`config.mk`:
```
export PLATFORM = sky130hd
export DESIGN_NAME = riscv_redirect_ctrl
export DESIGN_NICKNAME = d
export VERILOG_FILES = /design/src/rtl/riscv_redirect_pkg.sv /design/src/rtl/riscv_redirect_stats.sv /design/src/rtl/riscv_redirect_ctrl.sv
export SDC_FILE = /design/constraint.sdc
export NUM_CORES = 1
export LEC_CHECK = 0
export CAP_MARGIN = 0
export CORE_ASPECT_RATIO = 1.75
export CORE_MARGIN = 4
export CORE_UTILIZATION = 35
export CTS_CLUSTER_DIAMETER = 100
export DETAILED_ROUTE_END_ITERATION = 12
export GPL_ROUTABILITY_DRIVEN = 0
export PLACE_DENSITY = 0.82
export SYNTH_ARGS = -nofsm -noshare
export SYNTH_HDL_FRONTEND = slang
export SYNTH_HIERARCHICAL = 1
export SYNTH_SLANG_ARGS = --single-unit
```
`constraint.sdc`:
```
create_clock -name clk -period 2 [get_ports clk]
set_input_delay 0.5 -clock clk [delete_from_list [all_inputs] [get_ports clk]]
set_output_delay 0.5 -clock clk [all_outputs]
set_load 0.03 [all_outputs]
```
`src/rtl/riscv_redirect_pkg.sv`:
```
// Shared types for the PC-redirect scheduler: FSM state and redirect source encodings.
package riscv_redirect_pkg;

  typedef enum logic [1:0] {
    IDLE     = 2'd0,
    CFLUSH   = 2'd1,
    REDIRECT = 2'd2,
    DRAIN    = 2'd3
  } redirect_state_t;

  typedef enum logic [1:0] {
    SRC_NONE = 2'd0,
    SRC_BU   = 2'd1,
    SRC_ST   = 2'd2,
    SRC_DU   = 2'd3
  } redirect_src_t;

  localparam int unsigned DRAIN_CNT_W = 4;

endpackage

```
`src/rtl/riscv_redirect_stats.sv`:
```
// Per-source counters of completed IF redirect handshakes; wrap at 2^32-1.
module riscv_redirect_stats
  import riscv_redirect_pkg::*;
(
  input  logic          rstn,
  input  logic          clk,
  input  logic          hs_i,
  input  redirect_src_t src_i,
  output logic [31:0]   stat_bu_cnt,
  output logic [31:0]   stat_st_cnt,
  output logic [31:0]   stat_du_cnt
);

  logic [31:0] bu_cnt_q, bu_cnt_d;
  logic [31:0] st_cnt_q, st_cnt_d;
  logic [31:0] du_cnt_q, du_cnt_d;

  always_comb begin
    bu_cnt_d = bu_cnt_q;
    st_cnt_d = st_cnt_q;
    du_cnt_d = du_cnt_q;
    if (hs_i) begin
      unique case (src_i)
        SRC_BU:  bu_cnt_d = bu_cnt_q + 32'd1;
        SRC_ST:  st_cnt_d = st_cnt_q + 32'd1;
        SRC_DU:  du_cnt_d = du_cnt_q + 32'd1;
        default: ;
      endcase
    end
  end

  always_ff @(posedge clk or negedge rstn) begin
    if (!rstn) begin
      bu_cnt_q <= '0;
      st_cnt_q <= '0;
      du_cnt_q <= '0;
    end else begin
      bu_cnt_q <= bu_cnt_d;
      st_cnt_q <= st_cnt_d;
      du_cnt_q <= du_cnt_d;
    end
  end

  assign stat_bu_cnt = bu_cnt_q;
  assign stat_st_cnt = st_cnt_q;
  assign stat_du_cnt = du_cnt_q;

endmodule

```
`src/rtl/riscv_redirect_ctrl.sv`:
```
// PC-redirect scheduler: du > st > bu arbitration, FENCE.I cache flush, IF handshake, drain.
// Optional redirect counters are built when RV_REDIRECT_STATS_EN is defined.
module riscv_redirect_ctrl
  import riscv_redirect_pkg::*;
#(
  parameter int unsigned     XLEN         = 32,
  parameter logic [XLEN-1:0] PC_INIT      = 'h200,
  parameter int unsigned     DRAIN_CYCLES = 2
) (
  input  logic            rstn,
  input  logic            clk,
  input  logic            du_redirect,
  input  logic [XLEN-1:0] du_pc,
  input  logic            st_redirect,
  input  logic [XLEN-1:0] st_pc,
  input  logic            bu_flush,
  input  logic            bu_cacheflush,
  input  logic [XLEN-1:0] bu_nxt_pc,
  output logic            if_redirect_valid,
  input  logic            if_redirect_ready,
  output logic [XLEN-1:0] if_redirect_pc,
  output logic [1:0]      if_redirect_src,
  output logic            pipe_flush,
  output logic            ic_flush_req,
  input  logic            ic_flush_ack,
  output logic            busy,
  output logic [31:0]     stat_bu_cnt,
  output logic [31:0]     stat_st_cnt,
  output logic [31:0]     stat_du_cnt
);

  localparam logic [DRAIN_CNT_W-1:0] DRAIN_INIT =
    (DRAIN_CYCLES == 0) ? '0 : DRAIN_CNT_W'(DRAIN_CYCLES - 1);

  redirect_state_t        state_q, state_d;
  logic [XLEN-1:0]        pc_q, pc_d;
  redirect_src_t          src_q, src_d;
  logic [DRAIN_CNT_W-1:0] cnt_q, cnt_d;
  logic                   valid_q, valid_d;
  logic [1:0]             src_out_q, src_out_d;
  logic                   pipe_flush_q, pipe_flush_d;
  logic                   ic_flush_req_q, ic_flush_req_d;
  logic                   busy_q, busy_d;

  logic            hi_req;
  logic [XLEN-1:0] hi_pc;
  redirect_src_t   hi_src;
  logic            hs;

  // du and st share one arbitration slot; bu is only considered from IDLE.
  assign hi_req = du_redirect | st_redirect;
  assign hi_pc  = du_redirect ? du_pc : st_pc;
  assign hi_src = du_redirect ? SRC_DU : SRC_ST;
  assign hs     = valid_q & if_redirect_ready;

  // NOTE: every always_comb target gets a default first so no path infers a latch.
  always_comb begin
    state_d = state_q;
    pc_d    = pc_q;
    src_d   = src_q;
    cnt_d   = cnt_q;

    unique case (state_q)
      IDLE: begin
        if (hi_req) begin
          state_d = REDIRECT;
          pc_d    = hi_pc;
          src_d   = hi_src;
        end else if (bu_flush) begin
          state_d = bu_cacheflush ? CFLUSH : REDIRECT;
          pc_d    = bu_nxt_pc;
          src_d   = SRC_BU;
        end
      end
      CFLUSH: begin
        if (hi_req) begin
          pc_d  = hi_pc;
          src_d = hi_src;
        end
        if (ic_flush_ack) state_d = REDIRECT;
      end
      REDIRECT: begin
        if (hs) begin
          if (hi_req) begin
            pc_d  = hi_pc;
            src_d = hi_src;
          end else if (DRAIN_CYCLES == 0) begin
            state_d = IDLE;
          end else begin
            state_d = DRAIN;
            cnt_d   = DRAIN_INIT;
          end
        end else if (hi_req && (logic'(1'b1) && (2'(hi_src) >= 2'(src_q)))) begin
          pc_d  = hi_pc;
          src_d = hi_src;
        end
      end
      DRAIN: begin
        if (hi_req) begin
          state_d = REDIRECT;
          pc_d    = hi_pc;
          src_d   = hi_src;
        end else if (cnt_q == '0) begin
          state_d = IDLE;
        end else begin
          cnt_d = cnt_q - 1'b1;
        end
      end
      default: state_d = IDLE;
    endcase

    // Outputs are decoded from the next state so they appear registered one cycle later.
    valid_d        = (state_d == REDIRECT);
    src_out_d      = valid_d ? 2'(src_d) : 2'(SRC_NONE);
    pipe_flush_d   = (state_d != IDLE);
    ic_flush_req_d = (state_d == CFLUSH);
    busy_d         = (state_d != IDLE);
  end

  // NOTE: sequential state updates use non-blocking assignments only.
  // NOTE: reset comes up mid-redirect so IF fetches from PC_INIT as a trap-sourced target.
  always_ff @(posedge clk or negedge rstn) begin
    if (!rstn) begin
      state_q        <= REDIRECT;
      pc_q           <= PC_INIT;
      src_q          <= SRC_ST;
      cnt_q          <= '0;
      valid_q        <= 1'b1;
      src_out_q      <= 2'(SRC_ST);
      pipe_flush_q   <= 1'b1;
      ic_flush_req_q <= 1'b0;
      busy_q         <= 1'b1;
    end else begin
      state_q        <= state_d;
      pc_q           <= pc_d;
      src_q          <= src_d;
      cnt_q          <= cnt_d;
      valid_q        <= valid_d;
      src_out_q      <= src_out_d;
      pipe_flush_q   <= pipe_flush_d;
      ic_flush_req_q <= ic_flush_req_d;
      busy_q         <= busy_d;
    end
  end

  assign if_redirect_valid = valid_q;
  assign if_redirect_pc    = pc_q;
  assign if_redirect_src   = src_out_q;
  assign pipe_flush        = pipe_flush_q;
  assign ic_flush_req      = ic_flush_req_q;
  assign busy              = busy_q;

`ifdef RV_REDIRECT_STATS_EN
  riscv_redirect_stats u_stats (
    .rstn        (rstn),
    .clk         (clk),
    .hs_i        (hs),
    .src_i       (src_q),
    .stat_bu_cnt (stat_bu_cnt),
    .stat_st_cnt (stat_st_cnt),
    .stat_du_cnt (stat_du_cnt)
  );
`else
  assign stat_bu_cnt = '0;
  assign stat_st_cnt = '0;
  assign stat_du_cnt = '0;
`endif

endmodule

```
==> metrics.md <==
| Metric | Value |
|---|---|
| Initial core utilization | 0.359 |
| Cell Area, Placed | 4560 um^2 |
| Post CTS Setup Buffer Count | 0 |
| CP Launch Type | input port |
| DIE AREA | 11000 um^2 |
| Max Fclk | 0.532 GHz |
| Fin Setup TNS | 0 ns |
| # fillers | 833 |
| Worst EP arrival | 2.05 ns |
| Final period utilization | 0.940 |
| Vias per cell | 4.56 |
| GRT Residual Overflow | 0 |
| Post-synth top area cell | dfrtp_1 |
| I/O pin total | 238 |
| Clk pin slew, worst setup/hold paths | 0.06 ns |
| CP Cell Sequence | clkdlybuf4s50_1 -> or2_1 -> a211oi_2 -> a21oi_4 -> buf_12 -> a22o_1 |
| Rows | 46 |
| DRC | 0 |
| Max H-tree Level | 2 |
| Gate power share | 0.432 |
| Core area | 9090 um^2 |
| Reg power frac | 0.338 |
| Avg Inst Size Synth | 9.39 um^2 |
| Area grow syn2layout | 44.2% |
| Ys async rst share | 1.00 |
| Synth top area share | 0.299 |
| Largest net degree at the start of global routing | 32 |
| CP max FO | 30 |
| Tmin final | 1.88 ns |
| Synth Register Bits | 45 |
| Die Wd | 81.0 um |
| Synth Warn # | 6 |
| Clock skew | 0.00582 ns |
| Cell variety after synth | 43 |
| Cell with the largest stage delay on the worst path | clkdlybuf4s50_1 |
| Clock sinks | 45 |
| Setup-failing EPs final | 0 |
| WS Path Type | input port to register |
| Synth Flop Type | dfrtp_1 |
| WP data required | 2.17 ns |
| Clock power share | 0.230 |
| Antenna-violating nets left | 0 |
| Post-synthesis sequential area ratio | 0.347 |
| EDFF count, synth | 0 |
| Post-DP HPWL | 7460 um |
| Worst R2R Path Depth | 7 |
| Crit path capture type | register |
| CTS Buffer Depth | 2 |
| Critical R2R Launch | src_q[0] |
| Antenna violations before repair | 0 |
| HP Class | input port to asynchronous set/reset pin |
| DR vias | 2823 |
| Vias in the first global route | 2724 |
| Status | completed |
| Final Hold Viols | 0 |
| Routed wire length | 9170 um |
| Post-route cell area | 4710 um^2 |
| Flop2flop setup slack | 0.12 ns |
| Die Y-Extent | 136 um |
| P per Cell Area | 736 nW/um^2 |
| Cell Area, Synth | 3270 um^2 |
| Root Driver | clkbuf_16 |
| Detailed Routing Iterations Pass 1 | 4 |
| GRT Total Usage | 0.160 |
| Synthesized netlist cell count | 348 |
| Global-route wire length before repair | 13500 um |
| Reg2reg end | if_redirect_pc[2] |
| Switching Power | 1.29 mW |
| Peak VDD IR | 0.512 mV |
| CTS tree | done |
| Leakage | 2.15 nW |
| Final nets | 605 |
| # diodes | 0 |
| Routed WL per cell | 14.8 um |
| Final Max Slew Viols | 0 |
| RSZ-0062 raised after global routing | no |
| Inserted Clock Buffers | 5 |
| Hold_buf cts | 0 |
| Layout cells sized above 1 | 0.0962 |
| Max incr delay on CP | 0.47 ns |
| Max_cap viols | 0 |
| Sw Share | 0.373 |
| DRT iter0 DRCs | 65 |
| Pint | 2.17 mW |
| Synth top area cells | dfrtp_1, buf_4, mux2i_1 |
| Worst skew pair latency | 0.28 ns |
| I/O Buffers | 141 |
==> final cells by class <==
type	count	area [um^2]	area share
Multi-Input combinational cell	277	1640	0.348
Timing Repair Buffer	163	1630	0.345
Sequential cell	45	1130	0.241
Tap cell	120	150	0.0319
Clock buffer	7	133	0.0282
Inverter	6	22.5	0.00478
Clock inverter	1	7.51	0.00159
==> kinds of logic after synthesis <==
logic type / count (synthesis) / synth area share
buf+inv: 121 / 0.266
compound gates: 77 / 0.165
simple gates: 66 / 0.102
flops: 45 / 0.347
mux: 33 / 0.101
fa+ha+maj: 3 / 0.0115
xor+xnor: 2 / 0.00536
other cells: 1 / 0.00115
==> worst max-delay path, delay by kind of cell <==
family	cells	cell delay, ns
buffers and inverters	2	0.64
AOI/OAI and AO/OA	3	0.61
and+or+nand+nor	1	0.27
==> metal layers <==
metal,part of all wire,track usage,up-vias
met5,0,0,-
met2,0.55,0.305,167
met4,0.022,0.0573,0
li1,-,-,1304
met3,0.089,0.0346,14
met1,0.33,0.166,1338
==> registers in the layout, indices dropped and copies added, names as in the netlist <==
signal	flops
busy	1
cnt_q	4
ic_flush_req	1
if_redirect_pc	32
if_redirect_src	2
if_redirect_valid	1
src_q	2
state_q	2
==> cell usage in the layout (no fill, tap or decap), types with 2 or more instances in the layout <==
cell               n
nand4_1            2
buf_2              2
a22o_1            31
xor2_1             2
mux2i_1           32
dfrtp_1           39
ha_1               3
nand3b_1           2
nand2_1           35
clkbuf_1           2
dlymetal6s2s_1     4
o21ai_0           33
and2_1             2
a31oi_1            2
dfstp_2            6
nor3b_2            2
buf_4             18
buf_12             4
clkdlybuf4s50_1  134
clkbuf_16          5
inv_1              5
nor2_1            10
nor3_1             2
conb_1            96
==> Yosys cell counts (2+ instances only) <==
master,count
a22o_1,31
a31oi_1,2
and2_1,2
buf_2,10
buf_4,97
buf_6,5
clkbuf_1,3
dfrtp_1,39
dfstp_2,6
ha_1,3
inv_1,6
mux2i_1,32
nand2_1,35
nand3_1,2
nand3b_1,2
nand4_1,2
nor2_1,10
nor3_1,2
nor3b_1,2
o21ai_0,33
xor2_1,2
==> how the worst max path moves through the flow <==
stage,from,endpoint,slack (ns),depth (start not counted)
5_1_grt,src_q[0],if_redirect_pc[22],0.03,7
2_1_floorplan,du_redirect,if_redirect_src[0],-0.13,8
6_report,st_redirect,if_redirect_pc[2],0.12,6
3_3_place_gp,st_redirect,if_redirect_pc[1],-0.16,6
4_1_cts,busy,busy,0.004,1
3_5_place_dp,st_redirect,if_redirect_pc[22],-0.17,6
==> power groups by stage <==
stage / clock, mW / combinational, mW / sequential [mW]
final: 0.797 / 1.50 / 1.17
after CTS: 0.829 / 1.50 / 1.17
after floorplan: 0 / 0.764 / 1.44
after global routing: 0.865 / 1.59 / 1.19
after detailed placement: 0 / 1.50 / 1.19
after global placement: 0 / 1.48 / 1.18
==> timing repair <==
action / CTS / global route
pin swaps: 0 / 0
endpoints found under the setup margin: 1 / 5
resized for setup: 1 / 5
==> stage by stage <==
step | instances | setup slack [ns] | util | hold WS (ns) | power [mW]
global route | 619 | 0.0283 | 0.518 | 0.133 | 3.64
floorplan | 443 | -0.131 | - | 0.204 | 2.20
detailed placement | 611 | -0.167 | 0.501 | 0.432 | 2.69
CTS | 619 | 0.00436 | 0.516 | 0.126 | 3.51
global placement | 611 | -0.158 | 0.501 | 0.432 | 2.66
finish | 619 | 0.120 | 0.518 | 0.119 | 3.47
Note: power is estimated with default switching activity, not from simulation.
